--- src/rtl/fetch_pkg.sv ---
// Shared types and constants for the instruction fetch stage.
// The FAULT state exists only when FETCH_MISALIGN_CHECK_EN is defined.
package fetch_pkg;

  localparam logic [31:0] NOP_INSTR = 32'h0000_0013;

`ifdef FETCH_MISALIGN_CHECK_EN
  typedef enum logic [1:0] {FETCH, HOLD, DISCARD, FAULT} fetch_state_e;
`else
  typedef enum logic [1:0] {FETCH, HOLD, DISCARD} fetch_state_e;
`endif

  function automatic logic [31:0] next_pc(input logic [31:0] pc);
    return pc + 32'd4;
  endfunction

endpackage

--- src/rtl/instruction_fetch_if.sv ---
// Instruction memory request/acknowledge bus between the fetch stage (master)
// and the instruction memory (slave).
interface instruction_fetch_if;
  logic        imem_req;
  logic [31:0] imem_addr;
  logic        imem_ack;
  logic [31:0] imem_rdata;

  modport master (output imem_req, imem_addr, input imem_ack, imem_rdata);
  modport slave  (input imem_req, imem_addr, output imem_ack, imem_rdata);
endinterface

--- src/rtl/instruction_fetch.sv ---
// Instruction fetch stage: PC sequencing, stall hold buffer and redirect discard.
// Define FETCH_MISALIGN_CHECK_EN to add the fetch_misaligned output and FAULT state.
module instruction_fetch
  import fetch_pkg::*;
#(
  parameter logic [31:0] RESET_PC = 32'h0000_0000
) (
  input  logic                clk,
  input  logic                rst,
  input  logic                stall,
  input  logic                redirect,
  input  logic [31:0]         redirect_pc,
  instruction_fetch_if.master imem,
  output logic [31:0]         pc0_IF,
  output logic [31:0]         pc4_IF,
  output logic [31:0]         instruction_IF,
  output logic                invalid_IF
`ifdef FETCH_MISALIGN_CHECK_EN
  ,
  output logic                fetch_misaligned
`endif
);

  fetch_state_e state_q, state_d;
  logic [31:0]  pc_q, pc_d;
  logic [31:0]  hold_q, hold_d;
  logic [31:0]  disc_q, disc_d;
  logic [31:0]  tgt_pc;
  logic         tgt_bad;
  logic         req;
  logic [31:0]  addr;
  logic [31:0]  instr;
  logic         invalid;
  logic         ack;

  assign ack = imem.imem_ack;

`ifdef FETCH_MISALIGN_CHECK_EN
  // pend_q tracks a request abandoned on entry to FAULT whose ack is still owed.
  logic pend_q, pend_d;
  logic misaligned;
  assign tgt_pc  = redirect_pc;
  assign tgt_bad = |redirect_pc[1:0];
`else
  assign tgt_pc  = {redirect_pc[31:2], 2'b00};
  assign tgt_bad = 1'b0;
`endif

  always_comb begin
    state_d = state_q;
    pc_d    = pc_q;
    hold_d  = hold_q;
    disc_d  = disc_q;
    req     = 1'b0;
    addr    = pc_q;
    instr   = NOP_INSTR;
    invalid = 1'b1;
`ifdef FETCH_MISALIGN_CHECK_EN
    pend_d     = pend_q;
    misaligned = 1'b0;
`endif
    case (state_q)
      FETCH: begin
        req = 1'b1;
        if (redirect) begin
          pc_d = tgt_pc;
`ifdef FETCH_MISALIGN_CHECK_EN
          if (tgt_bad) begin
            state_d = FAULT;
            pend_d  = !ack;
            disc_d  = pc_q;
          end else
`endif
          if (!ack) begin
            state_d = DISCARD;
            disc_d  = pc_q;
          end
        end else if (ack) begin
          instr   = imem.imem_rdata;
          invalid = 1'b0;
          if (stall) begin
            hold_d  = imem.imem_rdata;
            state_d = HOLD;
          end else begin
            pc_d = next_pc(pc_q);
          end
        end
      end
      HOLD: begin
        if (redirect) begin
          pc_d    = tgt_pc;
          state_d = FETCH;
`ifdef FETCH_MISALIGN_CHECK_EN
          if (tgt_bad) begin
            state_d = FAULT;
            pend_d  = 1'b0;
          end
`endif
        end else begin
          instr   = hold_q;
          invalid = 1'b0;
          if (!stall) begin
            pc_d    = next_pc(pc_q);
            state_d = FETCH;
          end
        end
      end
      DISCARD: begin
        req  = 1'b1;
        addr = disc_q;
        if (redirect) begin
          pc_d = tgt_pc;
`ifdef FETCH_MISALIGN_CHECK_EN
          if (tgt_bad) begin
            state_d = FAULT;
            pend_d  = !ack;
          end else
`endif
          if (ack) state_d = FETCH;
        end else if (ack) begin
          state_d = FETCH;
        end
      end
`ifdef FETCH_MISALIGN_CHECK_EN
      FAULT: begin
        misaligned = 1'b1;
        if (ack) pend_d = 1'b0;
        if (redirect) begin
          pc_d = tgt_pc;
          if (!tgt_bad) begin
            state_d = (pend_q && !ack) ? DISCARD : FETCH;
            pend_d  = 1'b0;
          end
        end
      end
`endif
      default: state_d = FETCH;
    endcase
    // Async reset must silence the bus immediately, before state flops settle.
    if (rst) begin
      req     = 1'b0;
      invalid = 1'b1;
      instr   = NOP_INSTR;
`ifdef FETCH_MISALIGN_CHECK_EN
      misaligned = 1'b0;
`endif
    end
  end

  always_ff @(posedge clk or posedge rst) begin
    if (rst) begin
      state_q <= FETCH;
      pc_q    <= RESET_PC;
      hold_q  <= 32'h0;
      disc_q  <= 32'h0;
`ifdef FETCH_MISALIGN_CHECK_EN
      pend_q  <= 1'b0;
`endif
    end else begin
      state_q <= state_d;
      pc_q    <= pc_d;
      hold_q  <= hold_d;
      disc_q  <= disc_d;
`ifdef FETCH_MISALIGN_CHECK_EN
      pend_q  <= pend_d;
`endif
    end
  end

  assign imem.imem_req  = req;
  assign imem.imem_addr = addr;
  assign pc0_IF         = pc_q;
  assign pc4_IF         = next_pc(pc_q);
  assign instruction_IF = instr;
  assign invalid_IF     = invalid;
`ifdef FETCH_MISALIGN_CHECK_EN
  assign fetch_misaligned = misaligned;
`endif

endmodule

--- src/flat_wrapper.sv ---
// flat-port wrapper written by rule: the top's interface ports become plain ports
module instruction_fetch_flat import fetch_pkg::*;
#(
  parameter logic [31:0] RESET_PC = 32'h0000_0000
)
  (clk, rst, stall, redirect, redirect_pc, pc0_IF, pc4_IF, instruction_IF, invalid_IF, imem_imem_req, imem_imem_addr, imem_imem_ack, imem_imem_rdata);
  instruction_fetch_if imem_i ();
  input  logic clk;
  input  logic rst;
  input  logic stall;
  input  logic redirect;
  input  logic [31:0] redirect_pc;
  output logic [31:0] pc0_IF;
  output logic [31:0] pc4_IF;
  output logic [31:0] instruction_IF;
  output logic invalid_IF;
  output wire logic [$bits(imem_i.imem_req)-1:0] imem_imem_req;
  output wire logic [$bits(imem_i.imem_addr)-1:0] imem_imem_addr;
  input wire logic [$bits(imem_i.imem_ack)-1:0] imem_imem_ack;
  input wire logic [$bits(imem_i.imem_rdata)-1:0] imem_imem_rdata;
  assign imem_imem_req = imem_i.imem_req;
  assign imem_imem_addr = imem_i.imem_addr;
  assign imem_i.imem_ack = imem_imem_ack;
  assign imem_i.imem_rdata = imem_imem_rdata;
  instruction_fetch #(.RESET_PC(RESET_PC)) u_core (.clk(clk), .rst(rst), .stall(stall), .redirect(redirect), .redirect_pc(redirect_pc), .imem(imem_i), .pc0_IF(pc0_IF), .pc4_IF(pc4_IF), .instruction_IF(instruction_IF), .invalid_IF(invalid_IF));
endmodule
--- config.mk ---
export PLATFORM = sky130hd
export DESIGN_NAME = instruction_fetch_flat
export DESIGN_NICKNAME = d
export VERILOG_FILES = /design/src/rtl/fetch_pkg.sv /design/src/rtl/instruction_fetch_if.sv /design/src/rtl/instruction_fetch.sv /design/src/flat_wrapper.sv
export SDC_FILE = /design/constraint.sdc
export NUM_CORES = 1
export LEC_CHECK = 0
export BUFFER_PORTS_ARGS = -buffer_cell sky130_fd_sc_hd__buf_4
export CORE_ASPECT_RATIO = 0.5
export CORE_MARGIN = 4
export CORE_UTILIZATION = 50
export DETAILED_ROUTE_END_ITERATION = 7
export PLACE_DENSITY_LB_ADDON = 0.2
export SETUP_SLACK_MARGIN = 0.02
export SYNTH_ARGS = -nofsm -noshare
export SYNTH_HDL_FRONTEND = slang
export SYNTH_SLANG_ARGS = --single-unit
export TNS_END_PERCENT = 30
--- constraint.sdc ---
create_clock -name clk -period 3.34 [get_ports clk]
set_input_delay 0.167 -clock clk [delete_from_list [all_inputs] [get_ports clk]]
set_output_delay 0.167 -clock clk [all_outputs]
set_load 0.02 [all_outputs]
* Word level (Yosys, flattened, before mapping) *
Cells that the tools add are included.

cells by class
  add/subtract/negate cells = 1
  eq/ne operators = 8
  muxes and demuxes = 27
  bitwise logic cells = 2
  reductions and logical operators = 7

operators by type and width
  operator                 number
  $mux W32                 10
  $pmux W32 S3             1
  $pmux W32 S2             1
  $add A32 B3 Y32 const B  1
  $mux W2                  7
  $ne A3 B3 Y1 const B     4
  $mux W1                  6
  $pmux W2 S3              1
  $reduce_and A3 Y1        2
  $reduce_and A5 Y1        1
  $ne A2 B2 Y1 const B     2
  $reduce_and A4 Y1        1
  $reduce_bool A3 Y1       1
  $eq A2 B1 Y1 const B     1
  $eq A2 B2 Y1 const B     1
  $logic_not A2 Y1         1
  $not A1 Y1               2
  $pmux W1 S2              1
  $reduce_or A2 Y1         1

word-level totals
  flip-flop bits (word level) = 98
  input bits = 69
  output and inout port bits = 130
  word-level logic and storage cells = 49

* Logic depth before layout (Yosys ltp) *
Gate-level depths: netlist (run 1).

  depth in word-level cells = 5
  mapped depth = 8
  gate-level depth less buffers = 6

* Worst setup path before layout (run 1) *
OpenSTA, ideal clock, no wires.

  path kind = in2out
  from = in rst
  to = out instruction_IF[0]
  arrival = 2880 ps
  required time = 3173 ps
  setup slack = 293 ps
  stages = 3
  buffers on the path = 1
  cells stage by stage = clkbuf_1 > inv_1 > nand2_1

on the way
  cells in the longest elaborated chain, start to end = 1

ends and longest elaborated chain
  what         line                      text
  from (decl)  flat_wrapper.sv:9         input logic rst;
  $mux W32     instruction_fetch.sv:140  if (rst) begin
  to (decl)    flat_wrapper.sv:15        output logic [31:0] instruction_IF;

No other way between the ends.

* Worst setup path in the final report (run 1) *
  from = reg u_core.pc_q[2] (netlist: u_core.pc0_IF[2])
  to = out pc4_IF[22]

on the way
  cells in the longest elaborated chain, start to end = 1

ends and longest elaborated chain
  what                    line                      text
  from (decl)             instruction_fetch.sv:25   logic [31:0] pc_q, pc_d;
  from (signal assigned)  instruction_fetch.sv:161  pc_q <= pc_d;
  $add A32 B3 Y32         fetch_pkg.sv:14           return pc + 32'd4;
  to (decl)               flat_wrapper.sv:14        output logic [31:0] pc4_IF;

No other way between the ends.

==> flow_summary.ini, run 1 <==
[outcome]
status = finished clean

[clock_network]
ctsResizeCount = 0
hold_buffers = 0
ctsHtreeMaxLevel = 3
cts.sinks = 94
postCtsSetupRepairBufs = 0
tritoncts = yes
clock_latency_ps = 340
path_clk_slew_ps = 60
root_buffer = clkbuf_16
cts-buffers-inserted = 9
max-clock-path-buffers = 2

[worst_setup_path]
crit_path_end_kind = output pin
crit_fanout = 9
cp.arrival_ps = 2570
ff2ff_path_depth = 5
worst-r2r-setup-slack_ps = 1030
r2r_end = u_core.pc0_IF[28]$_DFFE_PP0P_
r2r_start = u_core.pc0_IF[2]$_DFFE_PP0P_
setup.worst_path.start = u_core.pc0_IF[2]$_DFFE_PP0P_
cp.required_ps = 3170
crit_end = pc4_IF[22]
crit_type = reg2out
critPathLaunchType = flip-flop

[timing]
worstMarginPinSlew_ps = 848.8
slew_headroom_pct = 43.42
fin_ws_ps = 600.9
finalSetupTns_ps = 0
finalClockSkew_ps = 8.909
rsz0062_at_grt = no
layout_min_cycle_time_ps = 2739
hold_viol_final = 0
drv_slew = 0
setup_violations = 0
min_period_over_period_pct = 82.01
fmax_ghz = 0.3651

[die]
fp.dieH_um = 82.06
core-area_sq_um = 10440
num_rows = 26
ios = 199
die_w_um = 156.1
initial_core_util_pct = 52.52
dieArea_sq_um = 12810

[synthesis]
synth_area_sq_um = 5484
async_reset_ff_share_pct = 100.0
syn_inst = 547
synth_edf_count = 0
ys_ff_latch = 94
synth_cell_type_count = 54
synth.avg_cell_area_sq_um = 10.03
ys_warn_count = 0
ys.flop_type = dfrtp_1
ys_seq_area_share_pct = 42.89

[min_path]
min_path_type = in2reg

[routing]
vias_per_cell = 5.682
post-route-drc-count = 0
dr.pass1.iters = 5
routedWlPerCell_um = 18.14
wirelength_um = 15400
vias = 4824
antenna_left = 0
dr.first_iter.drc_count = 234

[global_routing]
grt_use_total_pct = 23.96
grt_max_degree = 69
first_global_vias = 4786
grt_pass1_wl_um = 24460
antenna_found_initial = 0
overflow = 0

[cells_and_area]
drive_above_1_share_pct = 45.28
stdcell_count = 849
multi_input_area_sq_um = 2913
synthToLayoutAreaGrowth_pct = 32.85
final_cell_mix = buf_4 (200), dfrtp_1 (94), mux2_2 (86)
nets = 776
layout_commonest_cell = buf_4
n_antenna_cell = 0
fin_util_pct = 69.77
fillers = 855
regArea_sq_um = 2352

[power_and_ir_drop]
power_mw = 4.504
power.leakage_nw = 3.175
p_per_area_nw_per_um2 = 618.1
irDropWorstVdd_v = 0.0004073

[placement]
post-place-cells = 835
dpl_worst_slack_ps = 943.6
placement.io_buffers = 190
place_hpwl_um = 11100
gp_congestion = 0.7674

[flow_run]
drv_cap = 0
worst max-delay path: stages, from the launching register on:
cell and delay [ps]:
dfrtp_1 500, ha_1 310, nand3_1 280, nor3_2 520
nand3_1 230, xnor2_1 220, buf_4 170
logic make-up after synthesis:
group	count (synthesis)	synth area share, %
AOI/OAI and AO/OA	115	13.99
other	1	0.06838
DFF	94	42.89
muxes	89	18.28
xor gates and xnor gates	28	4.472
adders and majority gates	1	0.2281
and+or+nand+nor	158	14.99
buffers and inverters	61	5.088
cell usage after synthesis, types with 2 or more instances:
cell type	number	area share (%)
a22oi_1	30	4.1
nand2_1	43	2.9
nand3_1	23	2.1
and2_1	2	0.23
nor3_1	4	0.37
or2_2	2	0.23
nand3b_1	2	0.27
nand4_1	12	1.4
dfrtp_1	94	43
nor2_2	2	0.23
o21ai_1	2	0.18
nor3_2	2	0.37
xnor2_1	25	4.0
nand4_2	3	0.68
a21boi_0	4	0.55
o311ai_1	2	0.32
nor2_1	45	3.1
clkbuf_2	2	0.18
inv_1	4	0.27
a21oi_1	23	2.1
a31oi_1	2	0.23
mux2_2	86	18
clkbuf_1	25	1.7
buf_1	6	0.41
o21ai_0	15	1.4
xor2_1	3	0.48
buf_2	17	1.6
buf_4	7	0.96
mux2_1	3	0.62
and4_1	2	0.32
and3_1	3	0.34
a2bb2oi_1	14	2.2
o22ai_1	17	1.9
sequential cells by signal, summed over array words and instances (netlist names):
register        flops
u_core.pc0_IF      30
u_core.hold_q      32
u_core.disc_q      30
u_core.state_q      2
layout make-up:
| type | count | area share, % |
|---|---|---|
| clock inverter | 4 | 1.340 |
| timing repair buffer | 200 | 20.61 |
| sequential | 94 | 32.29 |
| inverter | 4 | 0.2404 |
| multi-input combinational | 397 | 39.98 |
| tap | 140 | 2.404 |
| clock buffer | 10 | 3.143 |
how the worst min path moves through the flow:
stage | cells past startpoint | slack (ps) | end | start
floorplan | 1 | 240 | u_core.state_q[1]$_DFFE_PP0P_ | imem_imem_ack
global placement | 2 | 390 | u_core.state_q[1]$_DFFE_PP0P_ | imem_imem_ack
detailed placement | 2 | 390 | u_core.state_q[1]$_DFFE_PP0P_ | imem_imem_ack
CTS | 2 | 30 | u_core.state_q[1]$_DFFE_PP0P_ | imem_imem_ack
global route | 2 | 50 | u_core.state_q[1]$_DFFE_PP0P_ | imem_imem_ack
finish | 2 | 40 | u_core.state_q[1]$_DFFE_PP0P_ | imem_imem_ack
per-stage QoR:
stage               instance area, sq um  hold WS, ps
floorplan                           5503        237.8
global placement                    6959        385.9
detailed placement                  6959        394.6
CTS                                 7286        34.56
global route                        7286        50.91
finish                              7286        43.61
power breakdown:
group / internal (mW) / switching, mW / leakage, nW / total, mW
sequential: 1.44 / 0.306 / 1.10 / 1.74
combinational: 0.796 / 0.812 / 1.92 / 1.61
clock: 0.724 / 0.428 / 0.155 / 1.15
total: 2.96 / 1.55 / 3.17 / 4.50
routing by layer:
layer	share of wire (%)	routed length (um)	GRT usage [%]
met5	0	0	0
met4	0.60	93	4.069
met3	10	1601	9.421
met2	47	7234	39.36
met1	42	6467	30.86
Note: power is estimated with default switching activity, not from simulation.
==> run 2: changes to the inputs <==
clock period = 2.85 ns   (was 3.34 ns; I/O delays follow)
==> run 2 against run 1 <==
Non-clock buffer count increased by 1. Register-to-register slack got worse by 440 ps. Clock skew decreased by 0.80 ps. Worst setup slack got worse by 380 ps. Sequential power increased by 17%. Global-route usage increased by 0.56 points. Core utilization increased by 0.12 points.
==> flow_summary.ini, run 2 (synthesis results as in run 1) <==
[outcome]
status = finished clean

[clock_network]
path_clk_slew_ps = 60
tritoncts = yes
cts.sinks = 94
postCtsSetupRepairBufs = 0
clock_latency_ps = 340
ctsHtreeMaxLevel = 3
cts-buffers-inserted = 9
root_buffer = clkbuf_16
max-clock-path-buffers = 2

[cells_and_area]
multi_input_area_sq_um = 2919
drive_above_1_share_pct = 45.51
final_cell_mix = buf_4 (198), dfrtp_1 (94), mux2_2 (86)
largest_reg_flops = 32
stdcell_area_sq_um = 7298
fillers = 823
top_register = u_core.hold_q
synthToLayoutAreaGrowth_pct = 33.08
regArea_sq_um = 2352
layout_commonest_cell = buf_4
fin_util_pct = 69.89
nets = 777
n_antenna_cell = 0

[placement]
placed_cell_area_sq_um = 6985
placement.io_buffers = 190
place_hpwl_um = 10740
gp_congestion = 0.7880

[routing]
dr.pass1.iters = 5
dr.first_iter.drc_count = 335
wirelength_um = 15530
post-route-drc-count = 0
routedWlPerCell_um = 18.22
antenna_left = 0
vias = 4826
vias_per_cell = 5.664

[global_routing]
overflow = 0
first_global_vias = 4887
grt_use_total_pct = 24.53
antenna_found_initial = 0
grt_pass1_wl_um = 24950
grt_max_degree = 93

[timing]
finalClockSkew_ps = 8.105
drv_slew = 0
setup_violations = 0
layout_min_cycle_time_ps = 2628
slew_headroom_pct = 36.95
rsz0062_at_grt = yes
worstMarginPinSlew_ps = 943.5
min_period_over_period_pct = 92.22
fmax_ghz = 0.3805
whs_ps = 19.79
hold_viol_final = 0
finalSetupTns_ps = 0

[die]
die_w_um = 156.1
dieArea_sq_um = 12810
fp.dieH_um = 82.06
num_rows = 26
initial_core_util_pct = 52.52
ios = 199
core-area_sq_um = 10440

[power_and_ir_drop]
power.leakage_nw = 3.174
irDropWorstVdd_v = 0.0003216
p_per_area_nw_per_um2 = 703.5
power_mw = 5.134

[flow_run]
drv_cap = 0

[worst_setup_path]
r2r_end = u_core.pc0_IF[9]$_DFFE_PP0P_
critPathLaunchType = flip-flop
worst-r2r-setup-slack_ps = 590
r2r_start = u_core.state_q[0]$_DFFE_PP0P_
cp.arrival_ps = 2490
crit_fanout = 9
crit_type = reg2out
cp.required_ps = 2710
crit_path_end_kind = output pin
worstPathCellList = ha_1 -> nand3_1 -> nor2_1 -> nand4_1 -> xnor2_1 -> buf_4
ff2ff_path_depth = 6
slowest_delay_ps = 500
crit_slowest_cell = dfrtp_1

[min_path]
min_path_type = in2reg
worstHoldStart = imem_imem_ack
worstHoldEndpoint = u_core.state_q[1]$_DFFE_PP0P_
hold_depth = 2
==> run 2: how the worst max path moves through the flow <==
| stage | start | to | slack [ps] |
|---|---|---|---|
| 2_1_floorplan | rst | instruction_IF[0] | 340 |
| 3_3_place_gp | u_core.pc0_IF[2]$_DFFE_PP0P_ | pc4_IF[28] | 650 |
| 3_5_place_dp | u_core.pc0_IF[2]$_DFFE_PP0P_ | pc4_IF[18] | 590 |
| 4_1_cts | u_core.pc0_IF[2]$_DFFE_PP0P_ | pc4_IF[28] | 230 |
| 5_1_grt | u_core.pc0_IF[2]$_DFFE_PP0P_ | pc4_IF[16] | 1 |
| 6_report | u_core.pc0_IF[2]$_DFFE_PP0P_ | pc4_IF[16] | 220 |
==> run 2: cell type report <==
cell class              instances  area share, %
flip-flops and latches         94          32.23
well taps                     140          2.400
clock buffers                  12          3.652
repair buffers                201          21.05
clock inverters                 4         0.4115
inverters                       4         0.2572
multi-input cells             397          40.00
==> run 2: power breakdown <==
part | internal (mW) | leakage (nW) | switching (mW)
registers | 1.68 | 1.10 | 0.356
clock network | 0.664 | 0.133 | 0.529
logic | 0.939 | 1.94 | 0.961
==> run 2: critical path, delay by kind of cell, from the launching register on <==
family | cells | cell delay (ps)
adder cells (fa/ha/maj) | 1 | 300
buffers and inverters | 1 | 170
flip-flops | 1 | 500
AND/OR/NAND/NOR | 3 | 970
XOR/XNOR | 1 | 210
==> run 2: timing repair <==
action / in CTS / in global routing
hold buffers: 1 / 0
resized for setup: 0 / 1
endpoints found under the hold margin: 2 / 0
endpoints found under the setup margin: 0 / 2
==> run 2: layer usage <==
layer,GRT usage [%],part of all wire [%],wire length (um)
met2,39.87,47,7248
met4,5.195,0.91,142
met5,0,0,0
met3,10.00,9.9,1538
met1,31.30,42,6596
==> run 2: metrics by stage <==
step | std cells | setup WS, ps
floorplan | 552 | 338.4
global placement | 835 | 651.8
detailed placement | 835 | 590.0
CTS | 852 | 227.2
global route | 852 | 1.020
finish | 852 | 221.8
